[src/rtl/cpu_step_pkg.sv]
// Shared types for the MIPS core execution controller.
// Mode encodings match the DE2 switch positions.
package cpu_step_pkg;

  typedef enum logic [1:0] {
    STEP  = 2'b00,
    RUN   = 2'b01,
    BURST = 2'b10,
    HALT  = 2'b11
  } mode_e;

  typedef enum logic [1:0] {
    HOLD,
    IDLE,
    RUN_S,
    BURST_S
  } state_e;

  localparam int CNT_W = 32;

endpackage

[src/rtl/cpu_step_ctrl_key_debounce.sv]
// Push-button synchroniser and debouncer.
// Emits a one-cycle press pulse on each debounced 1->0 edge.
module key_debounce #(
  parameter int DEB_CYCLES = 500000
) (
  input  logic clk_i,
  input  logic rst_i,
  input  logic key_n_i,
  output logic press_o
);

  localparam int CW = $clog2(DEB_CYCLES) + 1;
  localparam logic [CW-1:0] LAST = CW'(DEB_CYCLES - 1);

  logic          sync1_q, sync2_q;
  logic          stable_q, stable_d;
  logic          press_q, press_d;
  logic [CW-1:0] cnt_q, cnt_d;

  always_comb begin
    stable_d = stable_q;
    press_d  = 1'b0;
    cnt_d    = '0;
    if (sync2_q != stable_q) begin
      if (cnt_q == LAST) begin
        stable_d = sync2_q;
        press_d  = stable_q;
      end else begin
        cnt_d = cnt_q + 1'b1;
      end
    end
  end

  always_ff @(posedge clk_i or posedge rst_i) begin
    if (rst_i) begin
      sync1_q  <= 1'b1;
      sync2_q  <= 1'b1;
      stable_q <= 1'b1;
      press_q  <= 1'b0;
      cnt_q    <= '0;
    end else begin
      sync1_q  <= key_n_i;
      sync2_q  <= sync1_q;
      stable_q <= stable_d;
      press_q  <= press_d;
      cnt_q    <= cnt_d;
    end
  end

  assign press_o = press_q;

endmodule

[src/rtl/cpu_step_ctrl.sv]
// Execution controller: core reset sequencing, run/step/burst
// clock-enable generation and a retired-cycle counter.
module cpu_step_ctrl
  import cpu_step_pkg::*;
#(
  parameter int DEB_CYCLES  = 500000,
  parameter int HOLD_CYCLES = 4,
  parameter int BURST_W     = 16
) (
  input  logic               CLOCK_50,
  input  logic               RESET,
  input  logic               key_step_n,
  input  logic [1:0]         mode,
  input  logic [BURST_W-1:0] burst_len,
  input  logic               core_rst_req,
  output logic               cpu_en,
  output logic               cpu_rst,
  output logic               busy,
  output logic [31:0]        cycle_count
);

  localparam int HW = $clog2(HOLD_CYCLES) + 1;
  localparam logic [HW-1:0] HOLD_LAST = HW'(HOLD_CYCLES - 1);

  state_e             state_q, state_d;
  logic [HW-1:0]      hold_q, hold_d;
  logic [BURST_W-1:0] burst_q, burst_d;
  logic               en_q, en_d;
  logic               rst_q, rst_d;
  logic               busy_q, busy_d;
  logic [CNT_W-1:0]   cnt_q, cnt_d;
  logic               press;
  mode_e              md;

  key_debounce #(
    .DEB_CYCLES(DEB_CYCLES)
  ) u_deb (
    .clk_i  (CLOCK_50),
    .rst_i  (RESET),
    .key_n_i(key_step_n),
    .press_o(press)
  );

  assign md = mode_e'(mode);

  always_comb begin
    state_d = state_q;
    hold_d  = hold_q;
    burst_d = burst_q;
    en_d    = 1'b0;
    rst_d   = 1'b0;
    if (core_rst_req) begin
      state_d = HOLD;
      hold_d  = HOLD_LAST;
      rst_d   = 1'b1;
    end else begin
      case (state_q)
        HOLD: begin
          if (hold_q == '0) begin
            state_d = IDLE;
          end else begin
            hold_d = hold_q - 1'b1;
            rst_d  = 1'b1;
          end
        end
        IDLE: begin
          unique case (1'b1)
            md == STEP: en_d = press;
            md == RUN: begin
              state_d = RUN_S;
              en_d    = 1'b1;
            end
            md == BURST: begin
              if (press && burst_len != '0) begin
                state_d = BURST_S;
                burst_d = burst_len - 1'b1;
                en_d    = 1'b1;
              end
            end
            default: ;
          endcase
        end
        RUN_S: begin
          if (md == RUN) en_d = 1'b1;
          else state_d = IDLE;
        end
        BURST_S: begin
          if (burst_q == '0) begin
            state_d = IDLE;
          end else begin
            burst_d = burst_q - 1'b1;
            en_d    = 1'b1;
          end
        end
        default: begin
          state_d = HOLD;
          hold_d  = HOLD_LAST;
          rst_d   = 1'b1;
        end
      endcase
    end
  end

  // Counter lags cpu_en by one edge; any entry into HOLD clears it.
  always_comb begin
    busy_d = (state_d != IDLE);
    cnt_d  = cnt_q;
    if (state_d == HOLD) cnt_d = '0;
    else if (en_q) cnt_d = cnt_q + 1'b1;
  end

  always_ff @(posedge CLOCK_50 or posedge RESET) begin
    if (RESET) begin
      state_q <= HOLD;
      hold_q  <= HOLD_LAST;
      burst_q <= '0;
      en_q    <= 1'b0;
      rst_q   <= 1'b1;
      busy_q  <= 1'b1;
      cnt_q   <= '0;
    end else begin
      state_q <= state_d;
      hold_q  <= hold_d;
      burst_q <= burst_d;
      en_q    <= en_d;
      rst_q   <= rst_d;
      busy_q  <= busy_d;
      cnt_q   <= cnt_d;
    end
  end

  assign cpu_en      = en_q;
  assign cpu_rst     = rst_q;
  assign busy        = busy_q;
  assign cycle_count = cnt_q;

endmodule

[config.mk]
export PLATFORM = sky130hd
export DESIGN_NAME = cpu_step_ctrl
export DESIGN_NICKNAME = d
export VERILOG_FILES = /design/src/rtl/cpu_step_pkg.sv /design/src/rtl/cpu_step_ctrl_key_debounce.sv /design/src/rtl/cpu_step_ctrl.sv
export SDC_FILE = /design/constraint.sdc
export NUM_CORES = 1
export LEC_CHECK = 0
export ABC_AREA = 1
export CAP_MARGIN = 20
export CORE_UTILIZATION = 45
export DETAILED_ROUTE_END_ITERATION = 7
export PLACE_DENSITY = 0.66
export SETUP_SLACK_MARGIN = 0.3
export SYNTH_ARGS = -nofsm -noshare
export SYNTH_HDL_FRONTEND = slang
export SYNTH_SLANG_ARGS = --single-unit
[constraint.sdc]
create_clock -name CLOCK_50 -period 3.6 [get_ports CLOCK_50]
set_clock_uncertainty 0.1 [all_clocks]
set_input_delay 0.72 -clock CLOCK_50 [delete_from_list [all_inputs] [get_ports CLOCK_50]]
set_output_delay 0.72 -clock CLOCK_50 [all_outputs]
set_load 0.01 [all_outputs]
==> impl_metrics.py <==
metrics = {
    "detailed_routing": {
        "drt-vias-per-instance": 5.03,
        "post-route-drc-count": 0,
        "postRouteAntennaNets": 0,
        "wirelength_routed_um": 10400,
        "drt-pass1-iter-count": 4,
        "drtIter0Drc": 173,
        "dr_total_vias": 4198,
        "wire_per_inst_um": 12.5,
    },
    "run_status": {
        "status": "finished clean",
    },
    "clock_network": {
        "cts_inserted_buffers": 9,
        "clk_path_buf_depth": 2,
        "numClockSinks": 80,
        "hold_buffers": 0,
        "ctsResizeCount": 0,
        "clock_insertion_delay_at_the_later_pin_of_the_skew_report_ns": 0.35,
        "postCtsSetupRepairBufs": 0,
        "tritoncts": "done",
        "cts-htree-levels": 3,
        "clock_pin_slew_of_the_registers_on_the_worst_case_setup_and_hold_paths_ns": 0.08,
        "cts.root.buffer_cell": "clkbuf_8",
    },
    "sta": {
        "max_clock_freq_mhz": 382,
        "worstMarginPinSlew_ns": 0.599,
        "slew_viol_final": 0,
        "unrepaired_setup_endpoints_after_global_routing": "no",
        "post_route_minimum_period_ns": 2.62,
        "timing.final.setup_violations": 0,
        "post-route-period-util_pct": 72.6,
        "setup-tns-final_ns": 0,
        "final_hold_violation_count": 0,
        "slew_headroom_pct": 59.8,
        "timing.hold.ws_ns": 0.257,
    },
    "min_path": {
        "worstHoldStart": "u_deb.sync1_q",
        "worst_hold_path_type": "register to register",
        "hold-path-cell-count": 0,
        "hold-path-endpoint": "u_deb.sync2_q",
    },
    "synth": {
        "asyncSetResetFlopFracSynth_pct": 100,
        "number_of_flops_mapped_to_enable_cells_by_yosys": 0,
        "post_synth.cell_area_avg_um2": 7.60,
        "yosys_most_used_dff": "dfrtp_1",
        "post_synth_num_cell_types": 40,
        "syn-cell-area_mm2": 0.00482,
        "netlist_top_cells_area": "dfrtp_1, nand2_1, nor2_1",
        "synth.ff_latch_count": 80,
        "cells_after_synthesis": 634,
        "synth.net_count": 665,
        "post-synth-top-area-cell": "dfrtp_1",
        "seq_area_frac_synth_pct": 41.7,
        "synth_top_cell_area_share_pct": 37.9,
        "yosysWarningCount": 0,
    },
    "layout": {
        "post_route_cells_drive_above_1_share_pct": 10.0,
        "finish.utilization_pct": 55.2,
        "finish.cell_count_without_fillers": 834,
        "insertedDiodeCount": 0,
        "area_growth_pct": 18.9,
        "layout.cells.most_common": "nand2_1",
        "finalInstanceArea_mm2": 0.00573,
        "mostFrequentLayoutCells": "nand2_1, nor2_1, inv_1",
        "finalNetCount": 725,
    },
    "pwr": {
        "peak_ir_drop_on_the_vdd_network_mv": 0.225,
        "cellPowerDensity_mw_per_mm2": 381,
        "power.static_leakage_nw": 2.52,
    },
    "die": {
        "fp.dieW_um": 105,
        "start_util_pct": 46.5,
        "die_height_um": 105,
        "design.die.area_mm2": 0.0111,
        "core_region_area_mm2": 0.0104,
        "row_count": 37,
        "ioPinCount": 57,
    },
    "global_routing": {
        "global_route.overflow_total": 0,
        "grt_start_max_net_pins": 81,
        "globalRouteTotalUtil_pct": 20.2,
        "grt_pass1_vias": 3954,
        "grt_first_pass_wirelength_um": 18100,
        "initial_antenna_violation_count": 0,
    },
    "place": {
        "postPlaceCellArea_mm2": 0.00552,
        "dpl.cell_count": 819,
        "buffer_ports.inserted": 56,
        "globalplace.congestion": 0.873,
        "place_hpwl_um": 7690,
    },
    "setup_path": {
        "end_kind": "register",
        "startpoint_type": "input port",
        "r2r_start": "state_q[1]",
        "setup.worst_path.start": "mode[1]",
        "cp.arrival_ns": 2.76,
        "critical_path_required_ns": 3.74,
        "timing.reg2reg.setup_slack_ns": 1.23,
        "depth_of_the_most_critical_reg_to_reg_path": 12,
        "reg2reg_to": "burst_q[12]",
        "timing.critical_path.fanout_max": 20,
        "crit_type": "input port to register",
    },
    "job": {
        "maxCapViolCount": 0,
    },
}
cell type report:
class                           instances  area (um2)
Clock buffer                           10         128
Clock inverter                          5        82.6
Fill cell                             991        4640
Inverter                               91         343
Multi-Input combinational cell        453        2380
Sequential cell                        80        2010
Tap cell                              136         170
Timing Repair Buffer                   59         608
sequential cells by signal, summed over array words and instances (netlist names), 2 cells and up:
register	flops
cycle_count	32
burst_q	16
state_q	2
u_deb.cnt_q	20
hold_q	3
synth_stat cells (7+ instances only):
cell / instances
xnor2_1: 11
dfstp_2: 7
ha_1: 9
o21ai_1: 8
o21ai_0: 26
nand3_1: 31
inv_2: 7
inv_1: 84
nand4_1: 20
xor2_1: 18
nor3_1: 11
a21oi_1: 14
nor2_2: 9
nand2_1: 146
nor2_1: 92
nor2_4: 12
dfrtp_1: 73
layer usage:
layer	up-vias	routed length (um)	part of all wire (%)	track usage, %
met5	-	0	0	0
met4	0	131	1.3	7.24
met3	10	409	3.9	3.46
met2	87	4870	47	33.0
met1	1970	5020	48	27.0
li1	2131	-	-	-
metrics by stage:
step | setup WS [ns] | total power [mW]
6_report | 0.985 | 2.18
5_1_grt | 0.801 | 2.31
4_1_cts | 1.01 | 2.21
3_5_place_dp | 0.629 | 1.47
3_3_place_gp | 0.705 | 1.46
2_1_floorplan | 0.740 | 1.36
worst max-delay path, cell delays in order:
cell and delay, ns:
clkdlybuf4s50_1 0.51, inv_1 0.08, ha_1 0.21, nand2_1 0.07, nor2_1 0.07, a21oi_1 0.17
nand2_1 0.09, nand2_1 0.12, nand2_2 0.09, inv_2 0.33, buf_12 0.23, nor2_1 0.05
cells by family (layout without fill, tap and decap cells):
kind of cell / Yosys count / count (layout) / synth area share [%]
DFF: 80 / 80 / 41.7
AOI/OAI and AO/OA: 66 / 66 / 7.84
and+or+nand+nor: 348 / 348 / 33.8
buffers and inverters: 101 / 165 / 8.78
xor gates and xnor gates: 29 / 29 / 5.27
adders and majority gates: 9 / 9 / 2.34
muxes: 1 / 1 / 0.208
where the power goes:
group	switching [mW]	leakage [nW]	internal (mW)	total (mW)
logic	0.253	1.36	0.140	0.393
registers	0.0472	1.05	1.01	1.06
clock network	0.344	0.106	0.389	0.733
how the worst max path moves through the flow:
| stage | end | slack (ns) |
|---|---|---|
| after floorplan | burst_q[0] | 0.74 |
| after global placement | cycle_count[10] | 0.71 |
| after detailed placement | cycle_count[11] | 0.63 |
| after CTS | cycle_count[10] | 1.01 |
| after global routing | burst_q[6] | 0.80 |
| final | cycle_count[10] | 0.98 |
No activity file was read; power rests on OpenSTA's default activity.
